==> src/rtl/ysyx_22050019_lsu.sv <==
// ----------------------------------------------------------------------------
// ysyx_22050019_lsu
//
// Load/store unit placed after the execute stage. Each load or store becomes
// one access on a 64-bit valid/ready memory bus. The unit aligns byte lanes,
// builds the store write mask, and sign- or zero-extends load data. It holds
// the pipeline through lsu_stall until the access completes, then returns the
// writeback data for a load in a one-cycle DONE state.
//
// Optional feature macro: YSYX_22050019_LSU_ALIGN_CHECK_EN
//   When defined, a misaligned access skips the bus entirely, goes straight
//   to DONE and pulses lsu_misalign with no writeback. When undefined, there
//   is no check: lanes above bit 63 are simply dropped, and lsu_misalign is 0.
//
// Ports
//   clk, rst_n           clock, synchronous active-low reset
//   ren / wen            load / store request (never both high)
//   funct3               [1:0] size B/H/W/D, [2] unsigned load
//   addr                 effective address from the EXU
//   store_data           rs2 value, right-aligned
//   waddr_i              load destination register
//   exu_stall            EXU busy; blocks acceptance
//   mem_valid/mem_ready  bus handshake
//   mem_we, mem_addr, mem_wmask, mem_wdata, mem_rdata   bus request/response
//   lsu_stall            hold upstream
//   lsu_wen, lsu_waddr, lsu_wdata   load writeback (DONE only)
//   lsu_misalign         misaligned-access pulse
// ----------------------------------------------------------------------------
module ysyx_22050019_lsu #(
    parameter int unsigned AW = 64,
    parameter int unsigned DW = 64
) (
    input  logic          clk,
    input  logic          rst_n,
    input  logic          ren,
    input  logic          wen,
    input  logic [2:0]    funct3,
    input  logic [AW-1:0] addr,
    input  logic [DW-1:0] store_data,
    input  logic [4:0]    waddr_i,
    input  logic          exu_stall,
    output logic          mem_valid,
    input  logic          mem_ready,
    output logic          mem_we,
    output logic [AW-1:0] mem_addr,
    output logic [7:0]    mem_wmask,
    output logic [DW-1:0] mem_wdata,
    input  logic [DW-1:0] mem_rdata,
    output logic          lsu_stall,
    output logic          lsu_wen,
    output logic [4:0]    lsu_waddr,
    output logic [DW-1:0] lsu_wdata,
    output logic          lsu_misalign
);

    localparam logic [1:0] S_IDLE = 2'd0;
    localparam logic [1:0] S_REQ  = 2'd1;
    localparam logic [1:0] S_DONE = 2'd2;

    logic [1:0]    state_q, state_d;
    logic [AW-1:0] addr_q;
    logic [2:0]    funct3_q;
    logic [DW-1:0] sdata_q;
    logic [DW-1:0] rdata_q;
    logic [4:0]    waddr_q;
    logic          store_q;
    logic          misalign_q;

    logic          in_idle, in_req, in_done;
    logic          accept;
    logic          in_misalign;
    logic [2:0]    off;
    logic [5:0]    shamt;
    logic [7:0]    size_mask;
    logic [DW-1:0] sh;
    logic [DW-1:0] load_result;
    logic          sext;

    assign in_idle = (state_q == S_IDLE);
    assign in_req  = (state_q == S_REQ);
    assign in_done = (state_q == S_DONE);
    assign accept  = in_idle & (ren | wen) & ~exu_stall;

`ifdef YSYX_22050019_LSU_ALIGN_CHECK_EN
    // Offset must be a multiple of the access size; checked on the incoming
    // request so a faulting access never reaches the bus.
    always_comb begin
        in_misalign = 1'b0;
        case (funct3[1:0])
            2'b00:   in_misalign = 1'b0;
            2'b01:   in_misalign = addr[0];
            2'b10:   in_misalign = |addr[1:0];
            default: in_misalign = |addr[2:0];
        endcase
    end

    always_ff @(posedge clk) begin
        if (!rst_n) begin
            misalign_q <= 1'b0;
        end else if (accept) begin
            misalign_q <= in_misalign;
        end
    end
`else
    assign in_misalign = 1'b0;
    assign misalign_q  = 1'b0;
`endif

    always_comb begin
        state_d = state_q;
        case (state_q)
            S_IDLE:  if (accept) state_d = in_misalign ? S_DONE : S_REQ;
            S_REQ:   if (mem_ready) state_d = S_DONE;
            S_DONE:  state_d = S_IDLE;
            default: state_d = S_IDLE;
        endcase
    end

    always_ff @(posedge clk) begin
        if (!rst_n) begin
            state_q  <= S_IDLE;
            addr_q   <= '0;
            funct3_q <= '0;
            sdata_q  <= '0;
            rdata_q  <= '0;
            waddr_q  <= '0;
            store_q  <= 1'b0;
        end else begin
            state_q <= state_d;
            if (accept) begin
                addr_q   <= addr;
                funct3_q <= funct3;
                sdata_q  <= store_data;
                waddr_q  <= waddr_i;
                store_q  <= wen;
            end
            if (in_req && mem_ready) begin
                rdata_q <= mem_rdata;
            end
        end
    end

    assign off   = addr_q[2:0];
    assign shamt = {off, 3'b000};

    always_comb begin
        size_mask = 8'h01;
        case (funct3_q[1:0])
            2'b00:   size_mask = 8'h01;
            2'b01:   size_mask = 8'h03;
            2'b10:   size_mask = 8'h0F;
            default: size_mask = 8'hFF;
        endcase
    end

    // Load data: bring the addressed lane down to bit 0, then extend.
    assign sh   = rdata_q >> shamt;
    assign sext = ~funct3_q[2];

    always_comb begin
        load_result = sh;
        case (funct3_q[1:0])
            2'b00:   load_result = {{56{sext & sh[7]}},  sh[7:0]};
            2'b01:   load_result = {{48{sext & sh[15]}}, sh[15:0]};
            2'b10:   load_result = {{32{sext & sh[31]}}, sh[31:0]};
            default: load_result = sh;
        endcase
    end

    // Bus fields are shown only while a request is outstanding.
    assign mem_valid = in_req;
    assign mem_we    = in_req & store_q;
    assign mem_addr  = in_req ? {addr_q[AW-1:3], 3'b000} : '0;
    assign mem_wmask = (in_req & store_q) ? (size_mask << off) : '0;
    assign mem_wdata = in_req ? (sdata_q << shamt) : '0;

    assign lsu_stall    = accept | in_req;
    assign lsu_wen      = in_done & ~store_q & ~misalign_q;
    assign lsu_waddr    = lsu_wen ? waddr_q : '0;
    assign lsu_wdata    = lsu_wen ? load_result : '0;
    assign lsu_misalign = in_done & misalign_q;

endmodule

==> config.mk <==
export PLATFORM = sky130hd
export DESIGN_NAME = ysyx_22050019_lsu
export DESIGN_NICKNAME = d
export VERILOG_FILES = /design/src/rtl/ysyx_22050019_lsu.sv
export SDC_FILE = /design/constraint.sdc
export NUM_CORES = 1
export LEC_CHECK = 0
export ABC_AREA = 0
export ABC_CLOCK_PERIOD_IN_PS = 6800
export CELL_PAD_IN_SITES_DETAIL_PLACEMENT = 1
export CELL_PAD_IN_SITES_GLOBAL_PLACEMENT = 1
export CORE_MARGIN = 1
export CORE_UTILIZATION = 36
export CTS_CLUSTER_SIZE = 12
export DETAILED_ROUTE_END_ITERATION = 16
export PLACE_DENSITY = 0.85
export SYNTH_ARGS = -nofsm -noshare
export SYNTH_HDL_FRONTEND = slang
export SYNTH_SLANG_ARGS = --single-unit
==> constraint.sdc <==
create_clock -name clk -period 6.8 [get_ports clk]
set_input_delay 2.04 -clock clk [delete_from_list [all_inputs] [get_ports clk]]
set_output_delay 2.04 -clock clk [all_outputs]
set_load 0.05 [all_outputs]
==> flow_summary.ini <==
[pwr]
ir_drop_uv = 148.8
p_leak_uw = 0.006086
pwr_density_cell_nw_per_um2 = 189.6

[placement]
gp_congestion = 0.9340
hpwl_um = 38050
port_buffers = 411

[cts]
cts_hold_buf = 0
cts.sinks = 203
cts_resized = 0
numCtsBuffers = 25
insertion_delay_ns = 0.55
cts_tree = built
post_cts_buffers = 0
cts_buffer_depth = 3
cts.htree.levels = 1
clk_pin_slew_ns = 0.07
cts_root_buffer = clkbuf_16

[status]
status = complete, no violations

[routing]
drt_first_iter_violations = 840
drt_first_pass_iters = 5
avgViaCountPerCell = 5.503
ant_nets = 0
wl_um = 52980
routedWlPerCell_um = 22.72
num_vias = 12834
drc_errors = 0

[worst_setup_path]
critPathMaxFanout = 18
critPathArrivalTime_ns = 4.23
rrSetupSlack_ns = 3.55
cp_slowest_stage_delay_ns = 1.20
end_kind = output pin
path_cells = buf_4 -> inv_2 -> nor3_1 -> a22o_1 -> clkdlybuf4s50_1
setup.worst_path.class = register to output pin
cp_slowest_cell = nor3_1
critPathTopFamily = buffers and inverters
worst-path-buf-inv = 3
cp_data_required_time_ns = 4.76
cp-start-kind = register

[synthesis]
synth_seq_cells = 203
synth-edff-count = 0
ys.flop_type = dfxtp_1
seq_area_frac_synth_pct = 33.27
ys_types = 43
synthTopCellsByCount = 473 x nand2_1, 203 x dfxtp_1, 201 x a21boi_0, 98 x clkbuf_1, 92 x nor2_1
synth_most_common_cell = nand2_1
yosys.area.top_type_share_pct = 33.27
yosysTopAreaCell = dfxtp_1
syn_area_um2 = 12220
syn_inst = 1534
yosys_warnings = 0
synthTopCellsByArea = dfxtp_1 33%, nand2_1 15%, a21boi_0 12%
async_flop_share_pct = 0
avgSynthCellArea_um2 = 7.963

[global_routing]
overflow = 0
antenna_found_initial = 17
grt_pass1_vias = 13402
grt.total_usage_pct = 30.06
grt_pass1_wl_um = 79240
grt_max_degree = 127

[finish]
fin_util_pct = 51.58
syn2layout_area_growth_pct = 41.24
drive_above_1_share_pct = 9.246
nets = 2061

[timing]
skew_ns = 0.008915
setup_viol = 0
rsz0062_at_grt = false
relSlewSlack_pct = 2.800
finalMaxSlewViolations = 0
max_freq_ghz = 0.1595
post-route-period-util_pct = 92.22
hold_viol_final = 0
fin_crit_ns = 6.271
worst_pin_slew_ns = 1.447
finalSetupTns_ns = 0

[floorplan]
rows = 67
initial_core_util_pct = 36.52
die_h_um = 186.2
core-area_um2 = 33450
pin_count = 416
fp.dieArea_um2 = 34670
die_x_um = 186.2

[flow_run]
max-cap-violations = 0

[worst_hold_path]
hold_class = register to register
[power by group]
part	internal, µW	leakage, µW	switching (µW)
sequential	1250	0.00166	74.3
combinational	285	0.00405	360
clock	731	0.000380	567
total	2270	0.00609	1000
[cells in the final DEF (no fill, tap or decap), types with 6 or more instances in the layout]
cell type | netlist | routed
o2bb2ai_1 | 6 | 6
nand2_1 | 473 | 472
a211oi_1 | 12 | 12
clkbuf_16 | 0 | 25
a22oi_1 | 9 | 9
nor2b_1 | 11 | 11
mux2_2 | 20 | 20
dfxtp_1 | 203 | 201
mux2i_1 | 59 | 59
inv_1 | 8 | 7
mux4_2 | 61 | 61
a21boi_0 | 201 | 201
clkdlybuf4s50_1 | 0 | 394
buf_4 | 6 | 39
and3_1 | 9 | 9
a21oi_1 | 75 | 75
o21ai_0 | 30 | 30
diode_2 | 0 | 13
a22o_1 | 9 | 9
nor2_1 | 92 | 91
and2_1 | 83 | 82
[tightest hold or removal path: cells and delay by family, from the launching register on]
kind             cells  cell delay [ns]
AO/OA/AOI/OAI        1             0.06
flip-flops           1             0.30
AND/OR/NAND/NOR      1             0.04
[layer usage]
metal / share of wire [%] / wire length, µm / track usage, % / vias to the layer above
li1: - / - / - / 5839
met2: 50 / 26280 / 52.46 / 568
met1: 37 / 19700 / 33.80 / 6275
met4: 5.5 / 2889 / 17.54 / 6
met5: 0.079 / 42 / 0 / -
met3: 7.7 / 4078 / 6.386 / 146
[worst paths after layout]
check	from	endpoint	cells after the start
max	addr_q[2]$_SDFFE_PN0P_	mem_wdata[38]	5
min	addr_q[46]$_SDFFE_PN0P_	addr_q[46]$_SDFFE_PN0P_	2
max reg2reg	state_q[1]$_SDFFE_PN0P_	rdata_q[52]$_SDFFE_PN0P_	8
min reg2reg	addr_q[46]$_SDFFE_PN0P_	addr_q[46]$_SDFFE_PN0P_	2
[cell type report]
class                      instances  area, µm²
tap                              448      560.5
multi-input combinational       1182       7525
clock inverter                     8      60.06
antenna                           13      32.53
clock buffer                      35      713.2
fill                            3932      16200
timing repair buffer             434       4257
sequential                       203       4071
inverter                           9      33.78
[cell families (layout without fill, tap and decap cells)]
group	after synthesis	in the layout	share of synthesized area, %
other	1	17	0.03070
buffers and inverters	152	486	5.357
and+or+nand+nor	682	682	23.43
AOI/OAI and AO/OA	356	356	19.99
DFF	203	203	33.27
muxes	140	140	17.92
[registers in the layout, indices dropped and copies added (netlist names)]
register	flops
store_q	1
state_q	2
sdata_q	64
waddr_q	5
rdata_q	64
funct3_q	3
addr_q	64
[through the flow]
step	setup WS [ns]	total power, µW	area [µm²]	hold slack, ns	std cells
4_1_cts	0.5537	3289	17220	0.4605	2319
6_report	0.5289	3270	17250	0.4580	2332
3_3_place_gp	1.102	1969	16450	0.4449	2276
5_1_grt	0.4642	3388	17250	0.4768	2331
2_1_floorplan	1.764	1706	12230	0.4388	1537
3_5_place_dp	1.108	1990	16450	0.4530	2276
No activity file was read; power rests on OpenSTA's default activity.
